$ cat src/rtl/data_memory_access_unit.sv
// data_memory_access_unit: MEM-stage initiator turning one load/store request into a single data memory transaction.
module data_memory_access_unit #(
  parameter int MEM_BYTES = 256
) (
  input  logic        clk,
  input  logic        reset,
  input  logic        reqValid,
  output logic        reqReady,
  input  logic        reqWrite,
  input  logic        reqWord,
  input  logic        reqSigned,
  input  logic [15:0] reqAddress,
  input  logic [15:0] reqData,
  output logic        rspValid,
  output logic [15:0] rspData,
  output logic        rspFault,
  output logic        stall,
  output logic        memWrEnable,
  output logic        memRdEnable,
  output logic [1:0]  memNumberOfByte,
  output logic [15:0] memAddress,
  output logic [15:0] memIn,
  input  logic [15:0] memOut
);
  typedef enum logic [1:0] {IDLE, ISSUE, CAPTURE, RESP} state_t;
  state_t      state_q, state_d;
  logic        wr_q, wr_d, fault_q, fault_d;
  logic [1:0]  nob_q, nob_d;
  logic [15:0] addr_q, addr_d, din_q, din_d, rdata_q, rdata_d;
  logic        accept, fault;
  assign accept = (state_q == IDLE) && reqValid;
  // 17-bit sum so a word access at 0xFFFF faults rather than wrapping to 0
  assign fault  = ({1'b0, reqAddress} + {16'd0, reqWord}) >= 17'(MEM_BYTES);
  always_comb begin
    state_d = state_q;
    wr_d    = wr_q;
    fault_d = fault_q;
    nob_d   = nob_q;
    addr_d  = addr_q;
    din_d   = din_q;
    rdata_d = rdata_q;
    unique case (state_q)
      IDLE:    state_d = reqValid ? (fault ? RESP : ISSUE) : IDLE;
      ISSUE:   state_d = wr_q ? RESP : CAPTURE;
      CAPTURE: state_d = RESP;
      default: state_d = IDLE;
    endcase
    if (accept) begin
      wr_d    = reqWrite;
      fault_d = fault;
      rdata_d = '0;
    end
    if (accept && !fault) begin
      addr_d = reqAddress;
      nob_d  = reqWrite ? (reqWord ? 2'b10 : 2'b01) : (reqWord ? 2'b00 : (reqSigned ? 2'b10 : 2'b01));
      din_d  = reqWrite ? (reqWord ? reqData : {8'h00, reqData[7:0]}) : din_q;
    end
    if (state_q == CAPTURE) rdata_d = memOut;
  end
  always_ff @(posedge clk) begin
    if (reset) begin
      state_q <= IDLE;
      wr_q    <= 1'b0;
      fault_q <= 1'b0;
      nob_q   <= '0;
      addr_q  <= '0;
      din_q   <= '0;
      rdata_q <= '0;
    end else begin
      state_q <= state_d;
      wr_q    <= wr_d;
      fault_q <= fault_d;
      nob_q   <= nob_d;
      addr_q  <= addr_d;
      din_q   <= din_d;
      rdata_q <= rdata_d;
    end
  end
  assign reqReady        = state_q == IDLE;
  assign stall           = reqValid & ~reqReady;
  assign rspValid        = state_q == RESP;
  assign rspFault        = rspValid & fault_q;
  assign rspData         = rdata_q;
  assign memWrEnable     = (state_q == ISSUE) & wr_q;
  assign memRdEnable     = (state_q == ISSUE) & ~wr_q;
  assign memNumberOfByte = nob_q;
  assign memAddress      = addr_q;
  assign memIn           = din_q;
endmodule
$ cat config.mk
export PLATFORM = sky130hd
export DESIGN_NAME = data_memory_access_unit
export DESIGN_NICKNAME = d
export VERILOG_FILES = /design/src/rtl/data_memory_access_unit.sv
export SDC_FILE = /design/constraint.sdc
export NUM_CORES = 1
export LEC_CHECK = 0
export ABC_AREA = 1
export CAP_MARGIN = 20
export CORE_ASPECT_RATIO = 1.5
export CORE_MARGIN = 1.5
export CORE_UTILIZATION = 42
export DETAILED_ROUTE_END_ITERATION = 8
export PLACE_DENSITY = 0.75
export SYNTH_ARGS = -nofsm -noshare
export SYNTH_HDL_FRONTEND = slang
export SYNTH_SLANG_ARGS = --single-unit
export TNS_END_PERCENT = 10
$ cat constraint.sdc
create_clock -name clk -period 3 [get_ports clk]
set_clock_uncertainty 0.1 [all_clocks]
set_input_delay 0.75 -clock clk [delete_from_list [all_inputs] [get_ports clk]]
set_output_delay 0.75 -clock clk [all_outputs]
set_load 0.01 [all_outputs]
Word level (Yosys, flattened, before mapping)
Index checks and enable logic that the tools add are counted.
{ "classes": {"addsub": 1, "magnitude_cmp": 1, "n_eq_ne": 3, "n_mux": 11, "bitwise": 6, "reduce_logical": 6} }
{ "ops": {"columns": ["operator", "count"], "rows": [
  ["$mux W16", 3],
  ["$add A16 B1 Y17", 1],
  ["$ge A17 B9 Y1 const B", 1],
  ["$mux W2", 6],
  ["$pmux W2 S3", 1],
  ["$and A1 B1 Y1", 4],
  ["$eq A2 B2 Y1 const B", 2],
  ["$eq A2 B1 Y1 const B", 1],
  ["$logic_and A1 B1 Y1", 2],
  ["$logic_not A2 Y1", 1],
  ["$not A1 Y1", 2],
  ["$reduce_and A2 Y1", 1],
  ["$reduce_bool A2 Y1", 1],
  ["$logic_not A1 Y1", 1],
  ["$mux W1", 1]
]} }
{ "totals": {"ff_bits": 54, "in_bits": 54, "out_inout_bits": 56} }

Logic depth before layout (Yosys ltp)
Gate-level depths: netlist of run 1.
{ "logic_depth": {"ltp_word": 5, "depth_mapped": 16, "mapped_depth_nobuf": 15} }

Worst setup path before layout of run 1
No wires, ideal clock.
{ "synth_path": {"kind": "input to register", "from": "input port reqWord", "to": "register nob_q[0], in the netlist memNumberOfByte[0]", "setup_time_ns": 0.110, "t_arrival_ns": 2.259, "required_ns": 2.790, "path_slack_ns": 0.531, "path_stages": 14, "n_path_buf": 1, "path_cell_list": "ha_1 > ha_1 > inv_1 > nor2_4 > nand3_2 > nand2_1 > nand2_1 > nor2_4 > nand2_4 > nor2_4 > buf_6 > nand4_1 > nand2_1 > nor2_1"} }
{ "synth_between": {"elab_chain_len": 4} }
{ "synth_lines": {"columns": ["element", "line_no", "text"], "rows": [
  ["start, declared", "10", "input logic reqWord,"],
  ["$add A16 B1 Y17", "33", "assign fault = ({1'b0, reqAddress} + {16'd0, reqWord}) >= 17'(MEM_BYTES);"],
  ["$ge A17 B9 Y1", "33", null],
  ["$logic_not A1 Y1", "53", "if (accept && !fault) begin"],
  ["$logic_and A1 B1 Y1", "53", null],
  ["end signal, assigned", "73", "nob_q <= nob_d;"],
  ["end, declared", "28", "logic [1:0] nob_q, nob_d;"]
]} }
Parallel ways exist; a longest one is shown, timed or not.
A chain may end at the register's enable or synchronous reset.

Worst setup path in the final report of run 1
{ "layout_path": {"from": "input port reqAddress[0]", "to": "register addr_q[3], in the netlist memAddress[3]"} }
{ "layout_between": {"elab_chain_len": 4} }
{ "layout_lines": {"columns": ["element", "line_no", "text"], "rows": [
  ["start, declared", "12", "input logic [15:0] reqAddress,"],
  ["$add A16 B1 Y17", "33", null],
  ["$ge A17 B9 Y1", "33", null],
  ["$logic_not A1 Y1", "53", null],
  ["$logic_and A1 B1 Y1", "53", null],
  ["end signal, assigned", "74", "addr_q <= addr_d;"],
  ["end, declared", "29", "logic [15:0] addr_q, addr_d, din_q, din_d, rdata_q, rdata_d;"]
]} }
No other way between the ends.

==> flow_metrics.env, run 1 <==
export IMPL_status="complete, no violations"
export IMPL_diodes=0
export IMPL_root_buffer="clkbuf_8"
export IMPL_totalWireLength_um=7990
export IMPL_worstRegToRegCells=6
export IMPL_p_per_area_nw_per_um2=407
export IMPL_synth_avg_cell_area_um2=6.53
export IMPL_drtIter0Drc=166
export IMPL_fmax_ghz=0.353
export IMPL_setup_tns_final_ns=0
export IMPL_cp_max_fo=19
export IMPL_tightest_slew_ns=0.578
export IMPL_overflow=0
export IMPL_period_needed_ns=2.83
export IMPL_cp_common_cell="nand2_1"
export IMPL_crit_path_cell_trace="clkdlybuf4s50_1, ha_1, ha_1, inv_1, nor2_4, nand3_2, nand2_1, nand2_1, nor2_4, nand2_4, clkinv_4, nand4_4, nand2_1, inv_1, nor2_1"
export IMPL_synth_fa_ha_area_share_pct=2.46
export IMPL_place_gp_congestion=0.902
export IMPL_arrival_ns=2.98
export IMPL_slew_headroom_pct=61.5
export IMPL_post_cts_resized=0
export IMPL_timing_rr_start="state_q[0]"
export IMPL_synth_simple_area_share_pct=41.5
export IMPL_crit_path_start_kind="primary input"
export IMPL_yosys_warnings=0
export IMPL_cts_buffers=5
export IMPL_io_buffers=109
export IMPL_finalCritPeriodShare_pct=94.4
export IMPL_ir_drop_mv=0.349
export IMPL_holdPathStages=2
export IMPL_firstDrtPassIters=5
export IMPL_worstSetupEndpointType="flip-flop"
export IMPL_grt_pass1_wl_um=13100
export IMPL_die_height_um=107
export IMPL_post_place_ws_ns=-0.140
export IMPL_clock_latency_ns=0.31
export IMPL_hold_slack_ns=0.346
export IMPL_fin_ws_ns=0.169
export IMPL_route_vias_total=3149
export IMPL_drv_slew=0
export IMPL_cts_buffer_depth=2
export IMPL_synth_area_um2=3060
export IMPL_synth_seq_cells=54
export IMPL_gr_usage_all_layers_pct=20.8
export IMPL_worst_path_buf_inv=4
export IMPL_power_leakage_nw=1.93
export IMPL_io_pins=110
export IMPL_hold_path_class="flip-flop to flip-flop"
export IMPL_holdPathEnd="memAddress[10]"
export IMPL_clock_sinks=54
export IMPL_rsz0062_at_grt="no"
export IMPL_synth_xor_area_share_pct=0.901
export IMPL_muxShareOfSynthArea_pct=0
export IMPL_drive_gt1_share_pct=10.5
export IMPL_cts_tree="yes"
export IMPL_core_um2=6940
export IMPL_row_count=37
export IMPL_clk_pin_slew_worst_paths_ns=0.11
export IMPL_grt_pass1_vias=3080
export IMPL_wl_per_cell_um=12.2
export IMPL_cp_top_family="simple AND/OR/NAND/NOR gates"
export IMPL_synth_fp_nets=528
export IMPL_cts_max_level=2
export IMPL_area_delta_synth_final_pct=42.6
export IMPL_seq_area_frac_synth_pct=35.4
export IMPL_cts_hold_buffers_added=0
export IMPL_setup_viol=0
export IMPL_criticalPathCategory="primary input to flip-flop"
export IMPL_regToRegSetupSlack_ns=0.98
export IMPL_max_stage_delay_ns=0.48
export IMPL_reg2reg_to="rspData[8]"
export IMPL_synth_cell_types=25
export IMPL_start_util_pct=44.0
export IMPL_slowest_stage="clkdlybuf4s50_1"
export IMPL_nets=638
export IMPL_hold_violations=0
export IMPL_dieArea_um2=7810
export IMPL_syn_inst=468
export IMPL_grt_max_degree=29
export IMPL_cts_setup_buffers=0
export IMPL_route_detailed_drc=0
export IMPL_vias_per_cell=4.79
export IMPL_synth_top_family_by_area="simple AND/OR/NAND/NOR gates"
export IMPL_p_total_mw=1.77
export IMPL_final_core_util_pct=62.7
export IMPL_required_ns=3.15
export IMPL_ant_nets=0
export IMPL_drv_cap=0
export IMPL_hp_start="memAddress[10]"
export IMPL_synth_compound_area_share_pct=4.14
export IMPL_dieWidth_um=72.6
export IMPL_hpwl_um=6230
export IMPL_antenna_found_initial=0
-- Yosys cell counts --
master	number	area share, %
a21oi_1	19	3.1
clkbuf_1	6	0.74
nand2_1	133	16
nand3_1	14	2.3
nand4_4	2	1.4
nand2_4	1	0.37
or2_2	1	0.20
a21o_1	2	0.49
clkinv_4	1	0.29
inv_2	2	0.25
nor2_4	6	2.2
dfxtp_1	54	35
nor2_1	56	6.9
nor2_2	7	1.4
inv_1	93	11
nand3_2	1	0.33
buf_6	5	1.8
xor2_4	1	0.90
buf_4	2	0.49
o21ai_2	1	0.29
o211ai_1	1	0.25
nand4_1	31	6.3
ha_1	6	2.5
nand2_2	18	3.7
buf_1	5	0.61
-- through the flow --
step | instance area [um2] | cells
3_5_place_dp | 4250 | 648
6_report | 4360 | 657
4_1_cts | 4350 | 656
2_1_floorplan | 3060 | 468
5_1_grt | 4360 | 657
3_3_place_gp | 4250 | 648
-- logic make-up after synthesis --
kind of cell / after synthesis
flops: 54
compound gates: 23
xor+xnor: 1
buf+inv: 114
simple gates: 270
fa+ha+maj: 6
-- worst reg2reg max path, cell delays in order, from the launching register on --
cell     delay (ns)
dfxtp_1        0.40
inv_1          0.08
ha_1           0.41
nor2_1         0.51
buf_4          0.27
nand2_1        0.07
a21oi_1        0.13
-- worst max-delay path by stage --
| stage | from | to | slack (ns) | depth (start not counted) |
|---|---|---|---|---|
| final | reqAddress[0] | memAddress[3] | 0.17 | 15 |
| after detailed placement | reqAddress[0] | memAddress[3] | -0.14 | 15 |
| after global placement | reqWord | fault_q | -0.05 | 14 |
| after global routing | reqAddress[0] | memAddress[3] | 0.003 | 15 |
| after CTS | reqAddress[0] | memAddress[3] | 0.16 | 15 |
| after floorplan | reqWord | memNumberOfByte[0] | 0.53 | 14 |
-- where the power goes --
part / switching [mW] / leakage, nW / internal [mW] / total [mW]
logic: 0.287 / 1.44 / 0.251 / 0.537
clock network: 0.266 / 0.0502 / 0.174 / 0.440
registers: 0.0306 / 0.437 / 0.767 / 0.798
total: 0.583 / 1.93 / 1.19 / 1.77
-- sequential cells by signal (all words and copies together), names as in the netlist --
register / count
memAddress: 16
memIn: 16
rspData: 16
memNumberOfByte: 2
state_q: 2
fault_q: 1
wr_q: 1
-- per-layer routing --
layer	routed length, um	track usage, %	vias to the layer above
met5	0	0	-
met4	212	7.95	0
met1	3080	20.7	1413
met2	4210	39.6	99
met3	489	5.71	18
li1	-	-	1619
-- placed cells by master, fill, tap and decap left out --
cell type | netlist | routed
ha_1 | 6 | 6
inv_8 | 0 | 1
buf_4 | 2 | 9
o211ai_1 | 1 | 1
nand4_4 | 2 | 2
inv_2 | 2 | 2
nand3_1 | 14 | 14
a21o_1 | 2 | 2
o21ai_2 | 1 | 1
nor2_2 | 7 | 7
clkinv_4 | 1 | 3
nand2_1 | 133 | 133
nand4_1 | 31 | 31
nor2_1 | 56 | 56
a21oi_1 | 19 | 19
nand2_4 | 1 | 1
nor2_4 | 6 | 6
nand2_2 | 18 | 18
clkbuf_8 | 0 | 5
inv_1 | 93 | 93
clkdlybuf4s50_1 | 0 | 109
or2_2 | 1 | 1
dfxtp_1 | 54 | 54
buf_12 | 0 | 3
xor2_4 | 1 | 1
nand3_2 | 1 | 1
-- layout make-up --
class	instances	area (um2)
tap	78	97.6
sequential	54	1080
fill	649	2590
clock inverter	3	28.8
multi-input combinational	300	1500
timing repair buffer	121	1220
inverter	96	365
clock buffer	5	68.8
Power figures use the tool's default switching activity.
==> run 2, diff against run 1 <==
--- a/config.mk
+++ b/config.mk
@@ -12,6 +12,7 @@
 export CORE_UTILIZATION = 42
 export DETAILED_ROUTE_END_ITERATION = 8
 export PLACE_DENSITY = 0.75
+export SLEW_MARGIN = 20
 export SYNTH_ARGS = -nofsm -noshare
 export SYNTH_HDL_FRONTEND = slang
 export SYNTH_SLANG_ARGS = --single-unit
==> run 2 against run 1 <==
Compared with the run above: core utilization shrank 0.072 points; clock power about the same; worst setup slack better by 0.00083 ns; count of clock-buffer cells in the layout did not move; combinational power fell by 1%; non-clock buffer count is 1 lower; total power decreased by 0.24%; highest routed layer unchanged.
==> flow_metrics.env, run 2 (synthesized netlist as in run 1, its figures left out) <==
export IMPL_cts_setup_buffers=0
export IMPL_cts_buffer_depth=2
export IMPL_io_pins=110
export IMPL_grt_pass1_wl_um=13100
export IMPL_die_height_um=107
export IMPL_nets=637
export IMPL_power_leakage_nw=1.92
export IMPL_finalCritPeriodShare_pct=94.3
export IMPL_route_detailed_drc=0
export IMPL_period_needed_ns=2.83
export IMPL_crit_path_start_kind="primary input"
export IMPL_dieWidth_um=72.6
export IMPL_grt_pass1_vias=3080
export IMPL_diodes=0
export IMPL_totalWireLength_um=7990
export IMPL_io_buffers=109
export IMPL_clk_pin_slew_worst_paths_ns=0.11
export IMPL_tightest_slew_ns=0.661
export IMPL_gr_usage_all_layers_pct=20.8
export IMPL_slew_headroom_pct=55.9
export IMPL_cp_max_fo=19
export IMPL_p_per_area_nw_per_um2=407
export IMPL_antenna_found_initial=0
export IMPL_criticalPathCategory="primary input to flip-flop"
export IMPL_dp_cells=648
export IMPL_regToRegSetupSlack_ns=1.06
export IMPL_drtIter0Drc=154
export IMPL_required_ns=3.15
export IMPL_route_vias_total=3137
export IMPL_placed_area_um2=4250
export IMPL_wl_per_cell_um=12.2
export IMPL_fin_area_um2=4350
export IMPL_cts_buffers=5
export IMPL_holdPathStages=2
export IMPL_setup_viol=0
export IMPL_layout_commonest_cell="nand2_1"
export IMPL_hold_path_class="flip-flop to flip-flop"
export IMPL_place_gp_congestion=0.902
export IMPL_rsz0062_at_grt="no"
export IMPL_dieArea_um2=7810
export IMPL_overflow=0
export IMPL_hold_violations=0
export IMPL_timing_rr_start="state_q[0]"
export IMPL_worstSetupEndpointType="flip-flop"
export IMPL_drv_slew=0
export IMPL_start_util_pct=44.0
export IMPL_reg2reg_to="rspData[14]"
export IMPL_worstRegToRegCells=5
export IMPL_cts_max_level=2
export IMPL_arrival_ns=2.98
export IMPL_layout_common_cells="nand2_1, clkdlybuf4s50_1, inv_1, nor2_1, dfxtp_1"
export IMPL_cts_hold_buffers_added=0
export IMPL_drive_gt1_share_pct=10.6
export IMPL_row_count=37
export IMPL_clock_sinks=54
export IMPL_ant_nets=0
export IMPL_holdPathEnd="memAddress[10]"
export IMPL_final_cell_count_no_fill=656
export IMPL_clock_latency_ns=0.31
export IMPL_root_buffer="clkbuf_8"
export IMPL_fmax_ghz=0.353
export IMPL_area_delta_synth_final_pct=42.4
export IMPL_status="complete, no violations"
export IMPL_vias_per_cell=4.78
export IMPL_hp_start="memAddress[10]"
export IMPL_setup_tns_final_ns=0
export IMPL_cts_tree="yes"
export IMPL_drv_cap=0
export IMPL_post_cts_resized=0
export IMPL_core_um2=6940
export IMPL_firstDrtPassIters=4
export IMPL_hpwl_um=6230
export IMPL_grt_max_degree=29
export IMPL_ir_drop_mv=0.351
run 2: cell types whose count changed in the layout (fill, tap and decap cells not counted), sizes merged:
cell / delta
buf: -1
run 2: report_power, final:
part	switching, mW	internal (mW)	total [mW]	leakage (nW)
Sequential	0.0308	0.767	0.798	0.437
Combinational	0.286	0.244	0.530	1.43
Clock	0.268	0.174	0.442	0.0502
run 2: worst max path at each step:
stage               slack, ns                 end           from
floorplan                0.53  memNumberOfByte[0]        reqWord
global placement        -0.05             fault_q        reqWord
detailed placement      -0.14       memAddress[3]  reqAddress[0]
CTS                      0.16       memAddress[3]  reqAddress[0]
global route            0.003       memAddress[3]  reqAddress[0]
finish                   0.17       memAddress[3]  reqAddress[0]
run 2: metal layers:
metal	wire length (um)	GRT usage, %	up-vias	part of all wire (%)
met4	212	7.95	0	2.7
met5	0	0	-	0
met2	4220	39.6	94	53
met3	487	5.71	18	6.1
met1	3070	20.7	1406	38
li1	-	-	1619	-
run 2: layout make-up:
cell class	count	area [um2]
Clock inverter	3	28.8
Fill cell	648	2590
Inverter	96	365
Multi-Input combinational cell	300	1500
Timing Repair Buffer	120	1210
Tap cell	78	97.6
Sequential cell	54	1080
Clock buffer	5	68.8
run 2: critical path, cell delays in order:
cell and delay, ns:
clkdlybuf4s50_1 0.48, ha_1 0.17, ha_1 0.21, inv_1 0.09
nor2_4 0.16, nand3_2 0.10, nand2_1 0.08, nand2_1 0.10
nor2_4 0.15, nand2_4 0.08, clkinv_4 0.06, nand4_4 0.23
nand2_1 0.15, inv_1 0.05, nor2_1 0.10
run 2: per-stage QoR:
step | total power [mW] | setup WS, ns | utilization (%) | hold slack [ns]
after floorplan | 1.08 | 0.531 | - | 0.359
after global placement | 1.33 | -0.0482 | 61.2 | 0.327
after detailed placement | 1.34 | -0.140 | 61.2 | 0.331
after CTS | 1.78 | 0.162 | 62.6 | 0.349
after global routing | 1.86 | 0.00330 | 62.7 | 0.365
final | 1.77 | 0.170 | 62.7 | 0.346
